--- src/rtl/muldiv_unit_if.sv ---
// Request/response bundle between the EX stage and the iterative RV32M multiply/divide unit.
// master = pipeline side, slave = muldiv_unit.
interface muldiv_unit_if #(
  parameter int XLEN = 32
);
  logic            start;
  logic            flush;
  logic [2:0]      funct3;
  logic [XLEN-1:0] operand_a;
  logic [XLEN-1:0] operand_b;
  logic            busy;
  logic            done;
  logic [XLEN-1:0] result;

  modport master (
    output start, flush, funct3, operand_a, operand_b,
    input  busy, done, result
  );

  modport slave (
    input  start, flush, funct3, operand_a, operand_b,
    output busy, done, result
  );
endinterface

--- src/rtl/muldiv_unit.sv ---
// Iterative RV32M unit: radix-2 shift-add multiply and restoring divide, one bit per cycle.
// Divide-by-zero and signed overflow finish in one cycle without entering CALC.
module muldiv_unit #(
  parameter int XLEN = 32
) (
  input  logic          clk,
  input  logic          rst_n,
  muldiv_unit_if.slave  bus
);
  localparam int CNT_W = $clog2(XLEN);
  localparam logic [XLEN-1:0] INT_MIN = {1'b1, {(XLEN-1){1'b0}}};

  typedef enum logic [1:0] {IDLE, CALC, DONE} state_t;

  state_t            state, state_next;
  logic [2:0]        fn;
  logic [XLEN-1:0]   a_mag, b_mag, result_q;
  logic [2*XLEN-1:0] acc;
  logic [XLEN:0]     rem;
  logic              neg_q, neg_r;
  logic [CNT_W-1:0]  counter;

  logic              accept, calc_last, fast;
  logic              a_signed, b_signed, sa, sb, div_zero, div_ovf;
  logic [XLEN-1:0]   a_abs, b_abs, fast_result;
  logic [XLEN:0]     sum, shifted, diff, rem_next;
  logic              borrow, ge;
  logic [2*XLEN-1:0] acc_next, prod_fix;
  logic [XLEN-1:0]   q_fix, r_fix, final_result;

  // Operand decode for the accept cycle
  always_comb begin
    a_signed    = bus.funct3[2] ? ~bus.funct3[0] : (bus.funct3[1:0] != 2'b11);
    b_signed    = bus.funct3[2] ? ~bus.funct3[0] : ~bus.funct3[1];
    sa          = a_signed & bus.operand_a[XLEN-1];
    sb          = b_signed & bus.operand_b[XLEN-1];
    a_abs       = sa ? ('0 - bus.operand_a) : bus.operand_a;
    b_abs       = sb ? ('0 - bus.operand_b) : bus.operand_b;
    div_zero    = (bus.operand_b == '0);
    div_ovf     = ~bus.funct3[0] & (bus.operand_a == INT_MIN) & (bus.operand_b == '1);
    fast        = bus.funct3[2] & (div_zero | div_ovf);
    if (div_zero)
      fast_result = bus.funct3[1] ? bus.operand_a : '1;
    else
      fast_result = bus.funct3[1] ? '0 : INT_MIN;
    accept      = bus.start & ~bus.flush & ((state == IDLE) | (state == DONE));
    calc_last   = (counter == CNT_W'(XLEN-1));
  end

  // One iteration step plus sign fix-up of the would-be final value
  always_comb begin
    sum            = {1'b0, acc[2*XLEN-1:XLEN]} + (acc[0] ? {1'b0, a_mag} : '0);
    shifted        = {rem[XLEN-1:0], acc[XLEN-1]};
    {borrow, diff} = {1'b0, shifted} - {2'b0, b_mag};
    // rem[XLEN] set means the true shifted value already exceeds any divisor
    ge             = rem[XLEN] | ~borrow;
    rem_next       = ge ? diff : shifted;
    if (fn[2])
      acc_next = {acc[2*XLEN-1:XLEN], acc[XLEN-2:0], ge};
    else
      acc_next = {sum, acc[XLEN-1:1]};
    prod_fix = neg_q ? ('0 - acc_next) : acc_next;
    q_fix    = neg_q ? ('0 - acc_next[XLEN-1:0]) : acc_next[XLEN-1:0];
    r_fix    = neg_r ? ('0 - rem_next[XLEN-1:0]) : rem_next[XLEN-1:0];
    case (fn)
      3'b000:                 final_result = prod_fix[XLEN-1:0];
      3'b001, 3'b010, 3'b011: final_result = prod_fix[2*XLEN-1:XLEN];
      3'b100, 3'b101:         final_result = q_fix;
      default:                final_result = r_fix;
    endcase
  end

  always_comb begin
    state_next = state;
    case (state)
      IDLE, DONE: state_next = accept ? (fast ? DONE : CALC) : IDLE;
      CALC:       if (calc_last) state_next = DONE;
      default:    state_next = IDLE;
    endcase
    if (bus.flush) state_next = IDLE;
  end

  assign bus.busy   = (state == CALC);
  assign bus.done   = (state == DONE) & ~bus.flush;
  assign bus.result = result_q;

  always_ff @(posedge clk or negedge rst_n) begin
    if (!rst_n) begin
      state    <= IDLE;
      fn       <= '0;
      a_mag    <= '0;
      b_mag    <= '0;
      neg_q    <= 1'b0;
      neg_r    <= 1'b0;
      acc      <= '0;
      rem      <= '0;
      counter  <= '0;
      result_q <= '0;
    end else begin
      state <= state_next;
      if (accept) begin
        fn      <= bus.funct3;
        a_mag   <= a_abs;
        b_mag   <= b_abs;
        neg_q   <= sa ^ sb;
        neg_r   <= sa;
        counter <= '0;
        acc     <= {{XLEN{1'b0}}, (bus.funct3[2] ? a_abs : b_abs)};
        rem     <= '0;
        if (fast) result_q <= fast_result;
      end else if (state == CALC && !bus.flush) begin
        acc     <= acc_next;
        rem     <= rem_next;
        counter <= counter + 1'b1;
        if (calc_last) result_q <= final_result;
      end
    end
  end
endmodule
--- src/flat_wrapper.sv ---
// flat-port wrapper written by rule: the top's interface ports become plain ports
module muldiv_unit_flat 
#(
  parameter int XLEN = 32
)
  (clk, rst_n, bus_start, bus_flush, bus_funct3, bus_operand_a, bus_operand_b, bus_busy, bus_done, bus_result);
  muldiv_unit_if #(.XLEN(XLEN)) bus_i ();
  input  logic clk;
  input  logic rst_n;
  input wire logic [$bits(bus_i.start)-1:0] bus_start;
  input wire logic [$bits(bus_i.flush)-1:0] bus_flush;
  input wire logic [$bits(bus_i.funct3)-1:0] bus_funct3;
  input wire logic [$bits(bus_i.operand_a)-1:0] bus_operand_a;
  input wire logic [$bits(bus_i.operand_b)-1:0] bus_operand_b;
  output wire logic [$bits(bus_i.busy)-1:0] bus_busy;
  output wire logic [$bits(bus_i.done)-1:0] bus_done;
  output wire logic [$bits(bus_i.result)-1:0] bus_result;
  assign bus_i.start = bus_start;
  assign bus_i.flush = bus_flush;
  assign bus_i.funct3 = bus_funct3;
  assign bus_i.operand_a = bus_operand_a;
  assign bus_i.operand_b = bus_operand_b;
  assign bus_busy = bus_i.busy;
  assign bus_done = bus_i.done;
  assign bus_result = bus_i.result;
  muldiv_unit #(.XLEN(XLEN)) u_core (.clk(clk), .rst_n(rst_n), .bus(bus_i));
endmodule
--- config.mk ---
export PLATFORM = sky130hd
export DESIGN_NAME = muldiv_unit_flat
export DESIGN_NICKNAME = d
export VERILOG_FILES = /design/src/rtl/muldiv_unit_if.sv /design/src/rtl/muldiv_unit.sv /design/src/flat_wrapper.sv
export SDC_FILE = /design/constraint.sdc
export NUM_CORES = 1
export LEC_CHECK = 0
export ABC_AREA = 1
export ABC_CLOCK_PERIOD_IN_PS = 3130
export CAP_MARGIN = 25
export CORE_MARGIN = 1.5
export CORE_UTILIZATION = 30
export CTS_CLUSTER_SIZE = 10
export DETAILED_ROUTE_END_ITERATION = 7
export PLACE_DENSITY = 0.51
export SLEW_MARGIN = 40
export SYNTH_ARGS = -nofsm -noshare
export SYNTH_HDL_FRONTEND = slang
export SYNTH_SLANG_ARGS = --single-unit
--- constraint.sdc ---
create_clock -name clk -period 3.13 [get_ports clk]
set_input_delay 0.939 -clock clk [delete_from_list [all_inputs] [get_ports clk]]
set_output_delay 0.939 -clock clk [all_outputs]
set_load 0.005 [all_outputs]
After elaboration in Yosys (flattened, before gate mapping) --
Index checks and enable logic that the tools add are counted.
Word-level totals: logic and storage cells 88, register bits 205, output and inout port bits 34
Operators by class: eq/ne operators 13, muxes and demuxes 30, bitwise operators 16, reduce and logical (&&, ||, !) cells 11, add/sub/neg operators 8
Operators by type and width (count):
- $mux W32 | 13
- $mux W64 | 4
- $sub A1 B32 Y32 const A | 4
- $mux W33 | 3
- $pmux W32 S3 | 1
- $eq A32 B32 Y1 const B | 2
- $sub A1 B64 Y64 const A | 1
- $sub A33 B32 Y34 | 1
- $add A32 B33 Y33 | 1
- $logic_not A32 Y1 | 1
- $mux W5 | 2
- $and A1 B1 Y1 | 8
- $mux W2 | 4
- $eq A3 B2 Y1 const B | 2
- $eq A3 B3 Y1 const B | 2
- $add A5 B1 Y5 const B | 1
- $eq A5 B5 Y1 const B | 1
- $ne A2 B2 Y1 const B | 2
- $not A1 Y1 | 4
- $pmux W2 S2 | 1
- $reduce_bool A2 Y1 | 2
- $reduce_or A2 Y1 | 2
- $eq A3 B1 Y1 const B | 1
- $logic_not A3 Y1 | 1
- other kinds (11) | 14

Longest topological paths before layout --
word-level depth 10, gate-level depth with buffers 31, gate-level depth less buffers 29

Worst setup path before layout --
Ideal clock, no wire load.
path type register -> register, start point register u_core.acc[0], end point register u_core.result_q[29], in the netlist u_core.bus.result[29], arrival time 3206 ps, library setup time 77 ps, cell stages (with the launch flop) 30, setup slack -153 ps, path through dfrtp_1 > clkbuf_1 > clkbuf_1 > nand2_1 > inv_1 > ha_1 > fa_1 > nand2_1 > inv_1 > nand2_1 > nand3_1 > nand2_1 > nand2_1 > nand2_1 > nand3_1 > nand3_1 > o21ai_0 > nor2_1 > nand2_1 > nor2_1 > nand3_1 > nand2_1 > nand2_1 > nand2_1 > nand3_1 > nand2_1 > inv_1 > nand2_1 > nand2_1 > a21oi_1
Between the ends: cells in the longest elaborated chain, start to end 9
Ends and longest elaborated chain:
- start: declaration | RTL line muldiv_unit.sv:18 | logic [2*XLEN-1:0] acc;
- start signal: assignment | RTL line muldiv_unit.sv:108 | acc <= {{XLEN{1'b0}}, (bus.funct3[2] ? a_abs : b_abs)};
- start signal: assignment | RTL line muldiv_unit.sv:112 | acc <= acc_next;
- $mux W32 | RTL line muldiv_unit.sv:52 | sum = {1'b0, acc[2*XLEN-1:XLEN]} + (acc[0] ? {1'b0, a_mag} : '0);
- $add A32 B33 Y33 | RTL line muldiv_unit.sv:52
- $mux W64 * | RTL line muldiv_unit.sv:58 | if (fn[2])
- $sub A1 B64 Y64 | RTL line muldiv_unit.sv:62 | prod_fix = neg_q ? ('0 - acc_next) : acc_next;
- $mux W64 | RTL line muldiv_unit.sv:62
- $pmux W32 S3 * | RTL line muldiv_unit.sv:65 | case (fn)
- $mux W32 * | RTL line muldiv_unit.sv:115 | if (calc_last) result_q <= final_result;
- $mux W32 * | RTL line muldiv_unit.sv:111 | end else if (state == CALC && !bus.flush) begin
- $mux W32 * | RTL line muldiv_unit.sv:101 | if (accept) begin
- end signal: assignment | RTL line muldiv_unit.sv:110 | if (fast) result_q <= fast_result;
- end signal: assignment | RTL line muldiv_unit.sv:115
- end: declaration | RTL line muldiv_unit.sv:17 | logic [XLEN-1:0] a_mag, b_mag, result_q;
Every way passes the cells marked *; elsewhere a longest branch is shown, timed or not. The select of a mux whose other input is x is not followed. A chain may end at the register's enable or synchronous reset.

Worst setup path in the final report --
start point register u_core.acc[0], end point register u_core.result_q[27], in the netlist u_core.bus.result[27]
Same word-level chain as after synthesis.

==> metrics.md <==
| Metric | Value |
|---|---|
| CP Data Required Time | approximately 3600 ps |
| Sequential Power Share | 0.147 |
| Initial antenna violation count | 2 |
| Area after DPL | 0.02804 sq mm |
| Comb pwr share | 0.756 |
| Antenna violation net count after detailed routing | 0 |
| Placed cells | 5072 |
| Final std cells w/o fill | 5157 |
| Tcrit/Tclk final | 1.110 |
| Syn avg cell area | between 5 and 6 sq um |
| Fmax | about 290 MHz |
| CP dominant cell by count | nand2_1 |
| Min-Delay Path Class | in2async |
| CP startpoint kind | flop |
| Crit Path Max Fanout | 20 |
| Critical Path Max Stage Delay | between 400 and 500 ps |
| Die Area | 0.06859 sq mm |
| Ys async rst share | 1.000 |
| Total gr overflow | 0 |
| Synth Flop Type | dfrtp_1 |
| Iter 0 DRT Violations | approximately 2200 |
| VDD IR max | a little under 0.0006 V |
| Synth Instances | between 3000 and 4000 |
| Sequential cell area fraction in the yosys report | 0.2551 |
| DR WL/cell | 18.53 microns |
| R2R Setup Slk | -340 ps |
| Vias in the first global route | 23493 |
| Setup ws final | -345.0 ps |
| Minimum clock period | 3475 ps |
| Clock input transition at the sequential cells of the worst setup and hold paths | around 60 ps |
| Status | finished, violations left |
| Setup TNS | -6123 ps |
| Post-Syn Nets | about 3600 |
| CP arrival | 3930 ps |
| Initial core utilization | 0.3042 |
| Net switching power | 14.54 mW |
| RSZ-0062 raised after global routing | true |
| CP max stage cell | dfrtp_1 |
| Switching Fraction | 0.4824 |
| Die Ht | ~260 microns |
| Placeable Area | 0.06610 sq mm |
| Final Max Slew Viols | 0 |
| PwrDens | a little under 1000 mW/mm^2 |
| # DRC | 0 |
| CP Class | reg2reg |
| DIE WIDTH | 261.9 microns |
| Share of cells above drive strength 1 | 0.3145 |
| Tightest Pin Transition | 730.6 ps |
| Fillers | around 6900 |
| Nets | about 4400 |
| Pleak | about 16 nW |
| Area grow syn2layout | 53.98% |
| Cell area after synthesis | between 0.02 and 0.025 sq mm |
| Via count | 25263 |
| GRT Total Usage | 0.2746 |
| Most common cell after layout, fill and taps aside | nand2_1 |
| Max-Cap Viols | 0 |
| Most frequent cells in the layout | nand2_1 (1045), buf_4 (824), inv_1 (456) |
| Clk buf depth | 3 |
| Synth unique cells | 56 |
| First-pass DRT Iterations | 5 |
| Final GP Congestion | between 0.9 and 1 |
| Setup-failing EPs final | 28 |
| Largest net degree at the start of global routing | a little over 80 |
| Number of synthesized flops with an enable pin | 0 |
| Fin area | 0.03096 sq mm |
| Buf/Inv on CP | 7 |
| Family with the most delay on the worst path | simple AND/OR/NAND/NOR gates |
| First-pass GRT wire length | 142.6 mm |
| FF-to-FF End | u_core.bus.result[27] |
| CTS tree | yes |
| Clk network pwr share | 0.097 |
| Post-DP HPWL | approximately 80 mm |
| Later-pin clock latency in the skew report | 570 ps |
| DRT Wirelength | 95.55 mm |
| CP endpoint kind | flop |
| IO buf count | 104 |
| R2r startpoint | u_core.acc[0] |
| Row count | between 90 and 100 |
| Seq cells post-synth | around 210 |
| Utilization after layout | 0.4684 |
| Inserted Clock Buffers | 27 |
| Synthesis Warnings | 0 |
| CTS Sinks | 205 |
| Worst slew margin | 0.5124 |
| Final Skew | 14.46 ps |
| Vias per cell | between 4 and 5 |
| Io pins | 105 |
| CTS Root Cell | clkbuf_16 |
| Htree depth | 1 |
| Internal | between 15 and 20 mW |
| Worst-case reg-to-reg path depth | 28 |
| Antenna diode count | 0 |
| Final Hold Fails | 0 |
| Failing checks | negative setup slack |
| Hold Slack | 333.7 ps |
## synth_stat cells (all sizes together), types with 3 or more instances
library cell,instances,area [sq um]
a21boi,16,120.1
a21o,3,22.52
a21oi,149,749.5
a22o,3,26.28
a22oi,12,90.09
a2bb2oi,10,87.58
a31oi,9,56.30
and2,3,18.77
buf,44,211.5
clkbuf,70,262.8
clkinv,4,15.01
dfrtp,205,5130
ha,70,875.8
inv,521,1956
nand2,1147,4348
nand3,266,1351
nand3b,16,120.1
nand4,56,350.3
nor2,305,1187
nor3,30,165.2
nor4,10,68.81
o211ai,13,97.59
o21a,5,37.54
o21ai,259,1338
o21bai,9,67.56
o22ai,32,200.2
or2,40,250.2
xnor2,12,105.1
xor2,76,665.6
## worst max-delay path by stage
stage / end / slack [ps] / depth (start not counted) / from
finish: u_core.bus.result[27] / -340 / 28 / u_core.acc[0]
global route: u_core.bus.result[28] / -570 / 27 / u_core.acc[0]
CTS: u_core.bus.result[27] / -340 / 29 / u_core.acc[0]
detailed placement: u_core.bus.result[7] / -870 / 18 / bus_operand_b[0]
global placement: u_core.bus.result[14] / -820 / 18 / bus_operand_b[0]
floorplan: u_core.bus.result[1] / 2 / 18 / bus_operand_b[0]
## routing by layer
metal,global-route usage,vias up,part of all wire
met5,0,-,0.00027
li1,-,12608,-
met2,0.4232,874,0.43
met1,0.3965,11651,0.47
met3,0.03308,126,0.069
met4,0.08889,4,0.034
## flip-flops by register name, indices dropped and copies added, names as in the netlist
name               flops
u_core.rem            33
u_core.state           2
u_core.fn              3
u_core.neg_q           1
u_core.counter         5
u_core.bus.result     32
u_core.b_mag          32
u_core.neg_r           1
u_core.acc            64
u_core.a_mag          32
## worst reg2reg max path, delay by kind of cell (launching register included)
kind,cells,cell delay [ps]
compound gates,3,400
simple gates,17,1400
flops,1,420
buf+inv,7,870
fa+ha+maj,1,290
## timing repair
action / CTS / global route
gates cloned: 1 / 0
hold endpoints to repair: 0 / 0
pin swaps: 57 / 50
resized for setup: 292 / 172
hold buffers: 0 / 0
buffers inserted: 21 / 20
endpoints found under the setup margin: 52 / 74
## power by group through the flow
stage	logic, mW	registers (mW)	clock network, mW
final	22.8	4.43	2.92
after CTS	21.9	4.38	2.97
after floorplan	9.80	3.95	0
after detailed placement	20.2	4.32	0
after global placement	20.2	4.33	0
after global routing	24.9	4.49	3.06
## through the flow
stage	power (mW)	setup WS, ps
2_1_floorplan	13.75	2.278
3_3_place_gp	24.51	-820.4
3_5_place_dp	24.53	-866.2
4_1_cts	29.25	-342.5
5_1_grt	32.46	-573.5
6_report	30.15	-345.0
## cells by family (layout without fill, tap and decap cells)
| group | count (synthesis) | count (layout) | synth area share |
|---|---|---|---|
| DFF | 205 | 205 | 0.2551 |
| and+or+nand+nor | 1873 | 1874 | 0.3909 |
| adders and majority gates | 72 | 72 | 0.04555 |
| buffers and inverters | 639 | 1523 | 0.1216 |
| AOI/OAI and AO/OA | 531 | 531 | 0.1486 |
| xor gates and xnor gates | 88 | 88 | 0.03833 |
## area by class of cell
type | count | area [sq um] | share of cell area
clock buffers | 37 | 753.2 | 0.02433
clock inverters | 6 | 35.03 | 0.001131
inverters | 525 | 1988 | 0.06421
multi-input cells | 2565 | 14300 | 0.4618
flip-flops and latches | 205 | 5135 | 0.1658
well taps | 864 | 1081 | 0.03491
repair buffers | 955 | 7672 | 0.2478
No activity file was read; power rests on OpenSTA's default activity.
